===== src/rtl/fsm_share_arbiter_if.sv =====
// Handshake bundle between two requesters and the shared-machine arbiter.
// The master side drives both requesters' symbols; the slave side is the arbiter.
interface fsm_share_arbiter_if;
  logic       req0;
  logic       a0;
  logic       b0;
  logic       req1;
  logic       a1;
  logic       b1;
  logic [1:0] gnt;
  logic       vld;
  logic       id;
  logic       y_o;
  logic       z_o;

  modport master (
    output req0, a0, b0, req1, a1, b1,
    input  gnt, vld, id, y_o, z_o
  );

  modport slave (
    input  req0, a0, b0, req1, a1, b1,
    output gnt, vld, id, y_o, z_o
  );
endinterface


===== src/rtl/fsm_share_arbiter.sv =====
// Two-requester arbiter time-sharing one small Mealy machine, with burst-limited ownership.
// Define CTX_SAVE_EN to keep a private machine context per requester instead of one shared context.
module fsm_share_arbiter #(
  parameter int BURST = 4
) (
  input logic                clk,
  input logic                rst_n,
  fsm_share_arbiter_if.slave bus
);

  localparam logic [3:0] BURST_C = 4'(BURST);
`ifdef CTX_SAVE_EN
  localparam int NCTX = 2;
`else
  localparam int NCTX = 1;
`endif

  typedef enum logic [1:0] {
    IDLE = 2'd0,
    OWN0 = 2'd1,
    OWN1 = 2'd2
  } state_t;

  state_t          state_reg, state_next;
  logic [3:0]      cnt_reg, cnt_next;
  logic            last_reg, last_next;

  logic            grant_any;
  logic            grant_idx;
  logic            owner_idx;
  logic            owner_active;
  logic            other_req;
  logic [1:0]      gnt;

  logic [NCTX-1:0] ctx_q1;
  logic [NCTX-1:0] ctx_q2;
  logic            sym_a, sym_b;
  logic            cur_q1, cur_q2;
  logic            sel_s, sel_w;
  logic            y_val, z_val;
  logic            q1_new, q2_new;

  logic            vld_reg, id_reg, y_reg, z_reg;

  genvar gi;

  // ---------------- arbiter state register ----------------
  always_ff @(posedge clk) begin
    if (!rst_n) begin
      state_reg <= IDLE;
      cnt_reg   <= '0;
      last_reg  <= 1'b1;
    end else begin
      state_reg <= state_next;
      cnt_reg   <= cnt_next;
      last_reg  <= last_next;
    end
  end

  // ---------------- next-state and grant decision ----------------
  always_comb begin
    state_next   = state_reg;
    cnt_next     = cnt_reg;
    last_next    = last_reg;
    grant_any    = 1'b0;
    grant_idx    = 1'b0;
    owner_idx    = (state_reg == OWN1);
    owner_active = ((state_reg == OWN0) && bus.req0) || ((state_reg == OWN1) && bus.req1);
    other_req    = owner_idx ? bus.req0 : bus.req1;

    if (rst_n) begin
      if (owner_active) begin
        grant_any = 1'b1;
        if ((cnt_reg >= BURST_C) && other_req) begin
          // Hand over in the same cycle; cnt restarts at the handover grant.
          grant_idx  = ~owner_idx;
          state_next = owner_idx ? OWN0 : OWN1;
          cnt_next   = 4'd1;
        end else begin
          grant_idx = owner_idx;
          if (cnt_reg < BURST_C) begin
            cnt_next = cnt_reg + 4'd1;
          end
        end
      end else if (bus.req0 || bus.req1) begin
        // Idle, or the owner let go: pick whoever is asking, tie goes away from last.
        grant_any  = 1'b1;
        grant_idx  = (bus.req0 && bus.req1) ? ~last_reg : bus.req1;
        state_next = grant_idx ? OWN1 : OWN0;
        cnt_next   = 4'd1;
      end else begin
        state_next = IDLE;
        cnt_next   = '0;
      end
    end

    if (grant_any) begin
      last_next = grant_idx;
    end
  end

  // ---------------- outputs: grant and shared-machine evaluation ----------------
  always_comb begin
    gnt = 2'b00;
    if (grant_any) begin
      gnt = grant_idx ? 2'b10 : 2'b01;
    end

    sym_a = grant_idx ? bus.a1 : bus.a0;
    sym_b = grant_idx ? bus.b1 : bus.b0;
`ifdef CTX_SAVE_EN
    cur_q1 = ctx_q1[grant_idx];
    cur_q2 = ctx_q2[grant_idx];
`else
    cur_q1 = ctx_q1[0];
    cur_q2 = ctx_q2[0];
`endif

    sel_s  = sym_b & ~cur_q2;
    sel_w  = sym_a | sel_s;
    y_val  = cur_q1;
    z_val  = ~cur_q1 | sel_s;
    q1_new = sel_w;
    q2_new = ~sel_w & cur_q1;
  end

  assign bus.gnt = gnt;

  // ---------------- machine contexts ----------------
  for (gi = 0; gi < NCTX; gi++) begin : g_ctx
    logic q1_reg;
    logic q2_reg;
    logic upd;

`ifdef CTX_SAVE_EN
    assign upd = grant_any && (grant_idx == 1'(gi));
`else
    assign upd = grant_any;
`endif

    always_ff @(posedge clk) begin
      if (!rst_n) begin
        q1_reg <= 1'b0;
        q2_reg <= 1'b0;
      end else if (upd) begin
        q1_reg <= q1_new;
        q2_reg <= q2_new;
      end
    end

    assign ctx_q1[gi] = q1_reg;
    assign ctx_q2[gi] = q2_reg;
  end

  // ---------------- registered result ----------------
  // Without a grant only vld drops; id/y/z keep the last delivered result.
  always_ff @(posedge clk) begin
    if (!rst_n) begin
      vld_reg <= 1'b0;
      id_reg  <= 1'b0;
      y_reg   <= 1'b0;
      z_reg   <= 1'b0;
    end else begin
      vld_reg <= grant_any;
      if (grant_any) begin
        id_reg <= grant_idx;
        y_reg  <= y_val;
        z_reg  <= z_val;
      end
    end
  end

  assign bus.vld = vld_reg;
  assign bus.id  = id_reg;
  assign bus.y_o = y_reg;
  assign bus.z_o = z_reg;

endmodule

===== src/flat_wrapper.sv =====
// flat-port wrapper written by rule: the top's interface ports become plain ports
module fsm_share_arbiter_flat 
#(
  parameter int BURST = 4
)
  (clk, rst_n, bus_req0, bus_a0, bus_b0, bus_req1, bus_a1, bus_b1, bus_gnt, bus_vld, bus_id, bus_y_o, bus_z_o);
  fsm_share_arbiter_if bus_i ();
  input logic clk;
  input logic rst_n;
  input wire logic [$bits(bus_i.req0)-1:0] bus_req0;
  input wire logic [$bits(bus_i.a0)-1:0] bus_a0;
  input wire logic [$bits(bus_i.b0)-1:0] bus_b0;
  input wire logic [$bits(bus_i.req1)-1:0] bus_req1;
  input wire logic [$bits(bus_i.a1)-1:0] bus_a1;
  input wire logic [$bits(bus_i.b1)-1:0] bus_b1;
  output wire logic [$bits(bus_i.gnt)-1:0] bus_gnt;
  output wire logic [$bits(bus_i.vld)-1:0] bus_vld;
  output wire logic [$bits(bus_i.id)-1:0] bus_id;
  output wire logic [$bits(bus_i.y_o)-1:0] bus_y_o;
  output wire logic [$bits(bus_i.z_o)-1:0] bus_z_o;
  assign bus_i.req0 = bus_req0;
  assign bus_i.a0 = bus_a0;
  assign bus_i.b0 = bus_b0;
  assign bus_i.req1 = bus_req1;
  assign bus_i.a1 = bus_a1;
  assign bus_i.b1 = bus_b1;
  assign bus_gnt = bus_i.gnt;
  assign bus_vld = bus_i.vld;
  assign bus_id = bus_i.id;
  assign bus_y_o = bus_i.y_o;
  assign bus_z_o = bus_i.z_o;
  fsm_share_arbiter #(.BURST(BURST)) u_core (.clk(clk), .rst_n(rst_n), .bus(bus_i));
endmodule

===== config.mk =====
export PLATFORM = sky130hd
export DESIGN_NAME = fsm_share_arbiter_flat
export DESIGN_NICKNAME = d
export VERILOG_FILES = /design/src/rtl/fsm_share_arbiter_if.sv /design/src/rtl/fsm_share_arbiter.sv /design/src/flat_wrapper.sv
export SDC_FILE = /design/constraint.sdc
export NUM_CORES = 1
export LEC_CHECK = 0
export CAP_MARGIN = 30
export CELL_PAD_IN_SITES_DETAIL_PLACEMENT = 1
export CELL_PAD_IN_SITES_GLOBAL_PLACEMENT = 1
export CORE_UTILIZATION = 37
export CTS_CLUSTER_SIZE = 12
export DETAILED_ROUTE_END_ITERATION = 16
export GPL_TIMING_DRIVEN = 0
export PLACE_DENSITY_LB_ADDON = 0.1
export SYNTH_ARGS = -nofsm -noshare
export SYNTH_HDL_FRONTEND = slang
export SYNTH_SLANG_ARGS = --single-unit

===== constraint.sdc =====
create_clock -name clk -period 2.6 [get_ports clk]
set_input_delay 0.52 -clock clk [delete_from_list [all_inputs] [get_ports clk]]
set_output_delay 0.52 -clock clk [all_outputs]
set_load 0.02 [all_outputs]

## Word level (Yosys, flattened, before mapping)

Cells that the tools add are included.

| operators by class | value |
|---|---|
| multiplexer cells | 22 |
| equality and inequality tests | 4 |
| order comparisons | 2 |
| reductions and logical operators | 6 |
| bitwise logic cells | 9 |
| $add $sub $neg | 1 |

Operators by type and width:

| kind | count |
|---|---|
| two-way mux 2 bit | 7 |
| two-way mux 1 bit | 12 |
| two-way mux 4 bit | 3 |
| inverter 1 bit | 5 |
| adder 4 x 1 -> 4 bit, second input constant | 1 |
| >= comparator 4 x 3 -> 1 bit, second input constant | 1 |
| logical AND 1 bit | 4 |
| < comparator 4 x 3 -> 1 bit, second input constant | 1 |
| != test 3 bit, second input constant | 1 |
| bitwise AND 1 bit | 2 |
| equality test 2 x 1 -> 1 bit, second input constant | 1 |
| equality test 2 bit, second input constant | 1 |
| logical OR 1 bit | 2 |
| != test 2 bit, second input constant | 1 |
| OR 1 bit | 2 |

| storage, ports and cells | value |
|---|---|
| bits in registers | 13 |
| output and inout bits | 6 |
| bits of input ports | 8 |
| logic and storage cells | 53 |

## Logic depth before layout (Yosys ltp)

Gate-level depths: netlist of run 1.

| depth | value |
|---|---|
| depth after elaboration | 11 |
| gate-level depth with buffers | 6 |
| depth with buffers taken out | 5 |

## Least setup slack after synthesis of run 1

Ideal clock, no wire load.

| path | value |
|---|---|
| kind | input port to output port |
| start | input port bus_req0 |
| end | output port bus_gnt[0] |
| stages on the path | 5 |
| path slack | 0.597 ns |
| data arrival time | 1.483 ns |
| buffers on the path | 1 |
| required time | 2.080 ns |
| cells stage by stage | clkbuf_2 nand3b_4 mux2i_2 a21oi_1 nor2_1 |

| between the ends | value |
|---|---|
| word-level cells in the longest chain between the ends | 7 |
| elaborated cells on any way between the ends | 16 |
| classes of those cells | 11 x mux; 5 x reduce/logical |

Ends and longest elaborated chain:

| element | RTL line | source |
|---|---|---|
| start: declaration | flat_wrapper.sv:10 | `input wire logic [$bits(bus_i.req0)-1:0] bus_req0;` |
| logical AND 1 bit or two-way mux 1 bit (tied branches) | fsm_share_arbiter.sv:88, fsm_share_arbiter.sv:69 |  |
| two-way mux 1 bit or logical AND 1 bit (tied branches) | fsm_share_arbiter.sv:88, fsm_share_arbiter.sv:74 |  |
| two-way mux 1 bit, on equally long branches | fsm_share_arbiter.sv:85, fsm_share_arbiter.sv:74 |  |
| two-way mux 1 bit | fsm_share_arbiter.sv:72 | `if (owner_active) begin` |
| two-way mux 1 bit | fsm_share_arbiter.sv:71 | `if (rst_n) begin` |
| two-way mux 2 bit | fsm_share_arbiter.sv:106 | `gnt = grant_idx ? 2'b10 : 2'b01;` |
| two-way mux 2 bit (*) | fsm_share_arbiter.sv:105 | `if (grant_any) begin` |
| end: declaration | flat_wrapper.sv:16 | `output wire logic [$bits(bus_i.gnt)-1:0] bus_gnt;` |

Mark *: on every way between the ends. The rest lies on a longest branch, timed or not.

## Final worst setup path of run 1

| path | value |
|---|---|
| start | input port bus_req1 |
| end | output port bus_gnt[0] |

| between the ends | value |
|---|---|
| word-level cells in the longest chain between the ends | 7 |
| elaborated cells on any way between the ends | 16 |
| classes of those cells | 11 x mux; 5 x reduce/logical |

Ends and longest elaborated chain:

| element | RTL line | source |
|---|---|---|
| start: declaration | flat_wrapper.sv:13 | `input wire logic [$bits(bus_i.req1)-1:0] bus_req1;` |
| logical AND 1 bit or two-way mux 1 bit (tied branches) | fsm_share_arbiter.sv:88, fsm_share_arbiter.sv:69 |  |
| two-way mux 1 bit or logical AND 1 bit (tied branches) | fsm_share_arbiter.sv:88, fsm_share_arbiter.sv:74 |  |
| two-way mux 1 bit, on equally long branches | fsm_share_arbiter.sv:85, fsm_share_arbiter.sv:74 |  |
| two-way mux 1 bit | fsm_share_arbiter.sv:72 |  |
| two-way mux 1 bit | fsm_share_arbiter.sv:71 |  |
| two-way mux 2 bit | fsm_share_arbiter.sv:106 |  |
| two-way mux 2 bit (*) | fsm_share_arbiter.sv:105 |  |

Marked as above.

==> impl_results.md, run 1 <==
* Outcome: complete, no violations
* Die ar. at 1838 µm²
* CTS root buffer: clkbuf_4
* Crit path launch type: input port
* Last weighted congestion value of the routability-driven placer at 0.7317
* Core box area at 1541 µm²
* Clock latency reported for the late side of the worst-skew pair at 0.27 ns
* Buffers added on ports at 12
* Switching pwr at 0.1176 mW
* Max FO, Critical Path at 8
* Tmin final at 2.344 ns
* Gate power share at 19.6%
* Syn Area/Cell at 8.958 µm²
* Count of state elements after synthesis at 13
* Signed area change from the synthesized netlist to the final layout at 26.52%
* Placed instance count at 97
* Required time reported for the critical path endpoint at 2.08 ns
* Number of flops mapped to enable cells by yosys at 0
* Final WL at 1248 µm
* Post-synthesis cell count at 69
* Iteration-0 DRC count of the detailed router at 10
* Post-CTS Repair Setup Buffers at 0
* Syn Nets at 78
* Sequential group share of total power at 51.8%
* Sort of element at the end of the critical path: primary output
* Remaining number of nets flagged by the antenna check after routing at 0
* Upper clock frequency limit at 426.6 MHz
* Detailed Routing Iterations Pass 1 at 3
* Fraction of registers with async set or reset after synthesis at 0%
* Cell area power density at 548.6 nW/µm²
* Starting utilization of the core area at 40.10%
* GRT Residual Overflow at 0
* Critical path class: input port to primary output
* Number of top-level pins at 14
* CTS tree: yes
* Relative contribution of the clock network to total power at 28.6%
* Leakage power total at 0.3287 nW
* GRT Resource Usage Total at 15.77%
* Number of clock buffers inserted by TritonCTS at 3
* Number of failing setup endpoints in the final timing report at 0
* Share of the yosys chip area belonging to registers at 42.11%
* H-tree Lvls at 1
* Count of placed standard cells in the final layout, fillers left out at 101
* Diodes inserted at 0
* Overall die width at 42.87 µm
* Max_slew headroom at 75.59%
* Count of unique library cells instantiated by Yosys at 28
* Setup Slack @ Placement at -0.4183 ns
* Maximum number of pins on one net before global-route repair at 10
* Final net count at 95
* Clock transition time at the flip-flop clock pins of the worst setup and hold paths at 0.08 ns
* Hold crit path type: register to register
* Worst Hold Slack at 0.4588 ns
* Via count of the first global-routing pass at 550
* Hold violation count in the final report at 0
* Maximum number of buffers from clock root to sink at 2
* Combined area of all synthesized cells at 618.1 µm²
* Fin crit share at 90.16%
* Vertical die dimension at 42.87 µm
* Crit path arrival time at 1.82 ns
* Number of warning messages in the yosys log at 0
* Final critical-path setup slack at 0.2558 ns
* Rows at 14
* Peak ir drop on the vdd network at 247.8 µV
* Number of design rule violations left after detail routing at 0
* Via count normalized by instance count at 5.337
* Setup repair after global routing missed its margin: false
* Internal power at 0.3114 mW
* Slew of the pin with the lowest slew margin at 0.3624 ns
* Sinks on the clock net at 13
* Total number of vias at 539
* Max Transition Viols Final at 0
* Average wire per cell in the routed design at 12.36 µm
* Share of post-route cells with drive strength above 1 at 15.29%
* Setup TNS at 0 ns
* Switching portion of total power at 27.41%
* Flip-flop count of the largest register, all copies and words added at 4
* Flip-flop cell with the highest count after synthesis: dfxtp_1
* Post-DP HPWL at 981.4 µm
* Largest clock skew in the final design at 0.003057 ns
* Number of antenna violations at the first check in global routing at 0
* Wire length of the first global-routing pass at 2194 µm
* Max-Cap Viols at 0
metal layers:
layer / part of all wire [%] / vias to the layer above / track usage, %
met2: 45 / 10 / 25.76
met1: 51 / 253 / 20.26
met5: 0 / - / 0
li1: - / 276 / -
met3: 4.2 / 0 / 4.681
met4: 0 / 0 / 3.750
synth_stat cells (2+ instances only):
master    count  area share, %
nand2_1       7            4.3
a21oi_1       6            4.9
nor2b_1       2            2.0
dfxtp_1      13             42
o21ai_2       2            2.8
a31oi_1       4            4.0
mux2i_1       2            3.2
o21ai_0       3            2.4
inv_1         4            2.4
and3_1        2            2.0
a211oi_1      2            2.4
nor2_1        6            3.6
critical path: stages:
cell and delay, ns:
clkdlybuf4s15_2 0.28, or2_1 0.13, clkbuf_1 0.22, nand2_1 0.17, nor2_1 0.16, dlygate4sd2_1 0.34
placed cells by master (no fill, tap or decap), drive strengths merged:
cell,synthesis,layout
a21oi,6,6
a31oi,4,4
nor3,1,1
ha,1,1
nand3b,2,2
clkdlybuf4s15,0,1
o31ai,1,1
dfxtp,13,13
or2,2,2
o21ai,5,5
clkdlybuf4s50,0,8
inv,4,4
nor3b,1,1
nor2b,3,3
dlygate4sd2,0,3
nor2,6,6
a211oi,3,3
mux2i,3,3
a31o,2,2
and3,2,2
nand3,1,1
clkbuf,2,6
nand2,7,7
cell type report:
| type | count | area (µm²) |
|---|---|---|
| Buffer | 2 | 8.758 |
| Clock buffer | 4 | 26.28 |
| Multi-Input combinational cell | 50 | 334.1 |
| Inverter | 4 | 15.01 |
| Tap cell | 16 | 20.02 |
| Fill cell | 194 | 759.5 |
| Sequential cell | 13 | 260.3 |
| Timing Repair Buffer | 12 | 117.6 |
path summary, 6_finish.rpt:
check | start | end | slack [ns] | cells after the start
hold / removal | u_core.bus.y_o$_SDFFE_PN0N_ | u_core.bus.y_o$_SDFFE_PN0N_ | 0.46 | 2
setup / recovery | bus_req1 | bus_gnt[0] | 0.26 | 6
setup reg to reg | u_core.state_reg[1]$_SDFFE_PN0P_ | u_core.ctx_q1$_SDFFE_PN0N_ | 0.97 | 5
hold reg to reg | u_core.bus.y_o$_SDFFE_PN0N_ | u_core.bus.y_o$_SDFFE_PN0N_ | 0.46 | 2
cell families after synthesis:
| kind of cell | synth area share, % |
|---|---|
| buffers and inverters | 3.844 |
| AND/OR/NAND/NOR | 22.67 |
| flip-flops | 42.11 |
| multiplexers | 5.465 |
| adder cells (fa/ha/maj) | 2.024 |
| AO/OA/AOI/OAI | 23.89 |
power by group through the flow:
stage	combinational, mW	sequential, mW	clock (mW)
final	0.0839	0.222	0.123
after detailed placement	0.0870	0.227	0
after floorplan	0.0462	0.231	0
after global routing	0.0926	0.225	0.138
after global placement	0.0860	0.227	0
after CTS	0.0847	0.223	0.128
what timing repair did:
action | 4_1_cts | 5_1_grt
endpoints found under the setup margin | 2 | 0
resized for setup | 6 | 0
hold buffers | 0 | 0
per-stage QoR:
stage,power [mW],area (µm²),util (%)
final,0.4290,782.0,50.73
after global routing,0.4552,782.0,50.73
after CTS,0.4355,782.0,50.73
after detailed placement,0.3142,758.2,49.19
after global placement,0.3127,758.2,49.19
after floorplan,0.2776,618.1,-
Power figures use the tool's default switching activity.
==> inputs of run 2 (changes only) <==
--- a/config.mk
+++ b/config.mk
@@ -12,7 +12,7 @@
 export CTS_CLUSTER_SIZE = 12
 export DETAILED_ROUTE_END_ITERATION = 16
 export GPL_TIMING_DRIVEN = 0
-export PLACE_DENSITY_LB_ADDON = 0.1
+export PLACE_DENSITY = 0.75
 export SYNTH_ARGS = -nofsm -noshare
 export SYNTH_HDL_FRONTEND = slang
 export SYNTH_SLANG_ARGS = --single-unit
==> run 2 against run 1 <==
Net effect: sequential power about the same; die area unchanged; sequential share of layout area is the same; setup slack better by 0.020 ns; via count fell by 4.6%; critical path type unchanged; clock power up 3%; combinational power fell by 0.8%; highest routed layer is now met4; global-route usage increased by 0.19 points.
==> impl_results.md, run 2 (synthesized netlist as in run 1, its figures left out) <==
* Diodes inserted at 0 (unchanged)
* Number of top-level pins at 14 (unchanged)
* Core box area at 1541 µm² (unchanged)
* Commonest cells after routing, fill and taps aside: dfxtp_1 (13), clkdlybuf4s50_1 (8), nand2_1 (7) (unchanged)
* Max-Cap Viols at 0 (unchanged)
* Number of clock buffers inserted by TritonCTS at 3 (unchanged)
* Number of design rule violations left after detail routing at 0 (unchanged)
* Overall die width at 42.87 µm (unchanged)
* Slew of the pin with the lowest slew margin at 0.3412 ns (was 0.3624 ns)
* Peak ir drop on the vdd network at 288.7 µV (was 247.8 µV)
* Last weighted congestion value of the routability-driven placer at 0.7038 (was 0.7317)
* Number of antenna violations at the first check in global routing at 0 (unchanged)
* Placed instance count at 97 (unchanged)
* Signed area change from the synthesized netlist to the final layout at 26.52% (unchanged)
* Hold crit path type: register to register (unchanged)
* GRT Residual Overflow at 0 (unchanged)
* Required time reported for the critical path endpoint at 2.08 ns (about the same)
* Max Transition Viols Final at 0 (unchanged)
* Total number of vias at 514 (was 539)
* Maximum number of buffers from clock root to sink at 2 (unchanged)
* Outcome: complete, no violations (unchanged)
* Leakage power total at 0.3287 nW (unchanged)
* Starting utilization of the core area at 40.10% (unchanged)
* Sort of element at the end of the critical path: primary output (unchanged)
* Rows at 14 (unchanged)
* Critical path class: input port to primary output (unchanged)
* Slowest cell on the critical path: dlygate4sd2_1 (unchanged)
* Tmin final at 2.324 ns (was 2.344 ns)
* Hold violation count in the final report at 0 (unchanged)
* Average wire per cell in the routed design at 11.96 µm (was 12.36 µm)
* Final core utilization at 50.73% (unchanged)
* Setup repair after global routing missed its margin: false (unchanged)
* Crit path launch type: input port (unchanged)
* Final net count at 95 (unchanged)
* Cell area power density at 552.2 nW/µm² (was 548.6 nW/µm²)
* Clock transition time at the flip-flop clock pins of the worst setup and hold paths at 0.09 ns (was 0.08 ns)
* Share of post-route cells with drive strength above 1 at 15.29% (unchanged)
* Wire length of the first global-routing pass at 2145 µm (was 2194 µm)
* Buffers added on ports at 12 (unchanged)
* Worst Hold Slack at 0.4583 ns (was 0.4588 ns)
* Post-DP HPWL at 952.6 µm (was 981.4 µm)
* Sinks on the clock net at 13 (unchanged)
* Detailed Routing Iterations Pass 1 at 2 (was 3)
* Most common library cell in the layout ignoring fill and taps: dfxtp_1 (unchanged)
* Largest clock skew in the final design at 0.004704 ns (was 0.003057 ns)
* Worst stage delay on the critical path at 0.35 ns (was 0.34 ns)
* Final WL at 1208 µm (was 1248 µm)
* Die ar. at 1838 µm² (unchanged)
* Via count normalized by instance count at 5.089 (was 5.337)
* CTS root buffer: clkbuf_4 (unchanged)
* Iteration-0 DRC count of the detailed router at 9 (was 10)
* CTS tree: yes (unchanged)
* Final standard cell area without fillers at 782.0 µm² (unchanged)
* Count of placed standard cells in the final layout, fillers left out at 101 (unchanged)
* Remaining number of nets flagged by the antenna check after routing at 0 (unchanged)
* Clock latency reported for the late side of the worst-skew pair at 0.27 ns (about the same)
* # hold bufs at CTS at 0 (unchanged)
* Number of failing setup endpoints in the final timing report at 0 (unchanged)
* Filler cells at 192 (was 194)
* Max FO, Critical Path at 8 (unchanged)
* Chain of cells forming the critical path: clkdlybuf4s15_2 > or2_1 > clkbuf_1 > nand2_1 > nor2_1 > dlygate4sd2_1 (unchanged)
* Vertical die dimension at 42.87 µm (unchanged)
* H-tree Lvls at 1 (unchanged)
* Flip-flop count of the largest register, all copies and words added at 4 (unchanged)
* Maximum number of pins on one net before global-route repair at 10 (unchanged)
* Via count of the first global-routing pass at 489 (was 550)
* Crit path arrival time at 1.80 ns (was 1.82 ns)
* Upper clock frequency limit at 430.2 MHz (was 426.6 MHz)
* Fin crit share at 89.40% (was 90.16%)
* Overall Power at 0.4318 mW (was 0.4290 mW)
* GRT Resource Usage Total at 15.96% (was 15.77%)
* Post-CTS Repair Setup Buffers at 0 (unchanged)
* Instance area at placement at 758.2 µm² (unchanged)
* Max_slew headroom at 77.01% (was 75.59%)
* Resized cells post-CTS at 6 (unchanged)
run 2: cell counts in the layout (fill, tap and decap cells not counted):
No cell type changed its count.
run 2: path summary, 6_finish.rpt:
check	start	to	slack [ns]	cells after the start
max	bus_req1	bus_gnt[0]	0.28	6
min	u_core.bus.y_o$_SDFFE_PN0N_	u_core.bus.y_o$_SDFFE_PN0N_	0.46	2
max reg2reg	u_core.state_reg[1]$_SDFFE_PN0P_	u_core.ctx_q1$_SDFFE_PN0N_	1.00	5
min reg2reg	u_core.bus.y_o$_SDFFE_PN0N_	u_core.bus.y_o$_SDFFE_PN0N_	0.46	2
run 2: where the power goes:
part	switching [mW]	total (mW)	leakage, nW	internal, mW
Combinational	0.0435	0.0832	0.206	0.0397
Sequential	0.00968	0.222	0.107	0.212
Clock	0.0672	0.127	0.0150	0.0593
Total	0.120	0.432	0.329	0.311
run 2: through the flow:
stage / setup TNS (ns) / setup WS (ns)
after detailed placement: -0.7702 / -0.4089
after global placement: -0.7645 / -0.3902
after CTS: 0 / 0.2585
final: 0 / 0.2756
after global routing: 0 / 0.1269
after floorplan: 0 / 0.5970
run 2: worst max-delay path: cells and delay by family:
kind	cells	cell delay (ns)
simple gates	3	0.45
buf+inv	3	0.83
run 2: metal layers:
layer	wire length (µm)	track usage [%]
met3	40	3.830
met4	18	9.375
met1	625	21.64
met2	524	22.73
met5	0	0
run 2: cell type report:
cell class	count	area, µm²	area share [%]
multi-input cells	50	334.1	42.72
flip-flops and latches	13	260.3	33.28
repair buffers	12	117.6	15.04
clock buffers	4	26.28	3.360
well taps	16	20.02	2.560
inverters	4	15.01	1.920
plain buffers	2	8.758	1.120
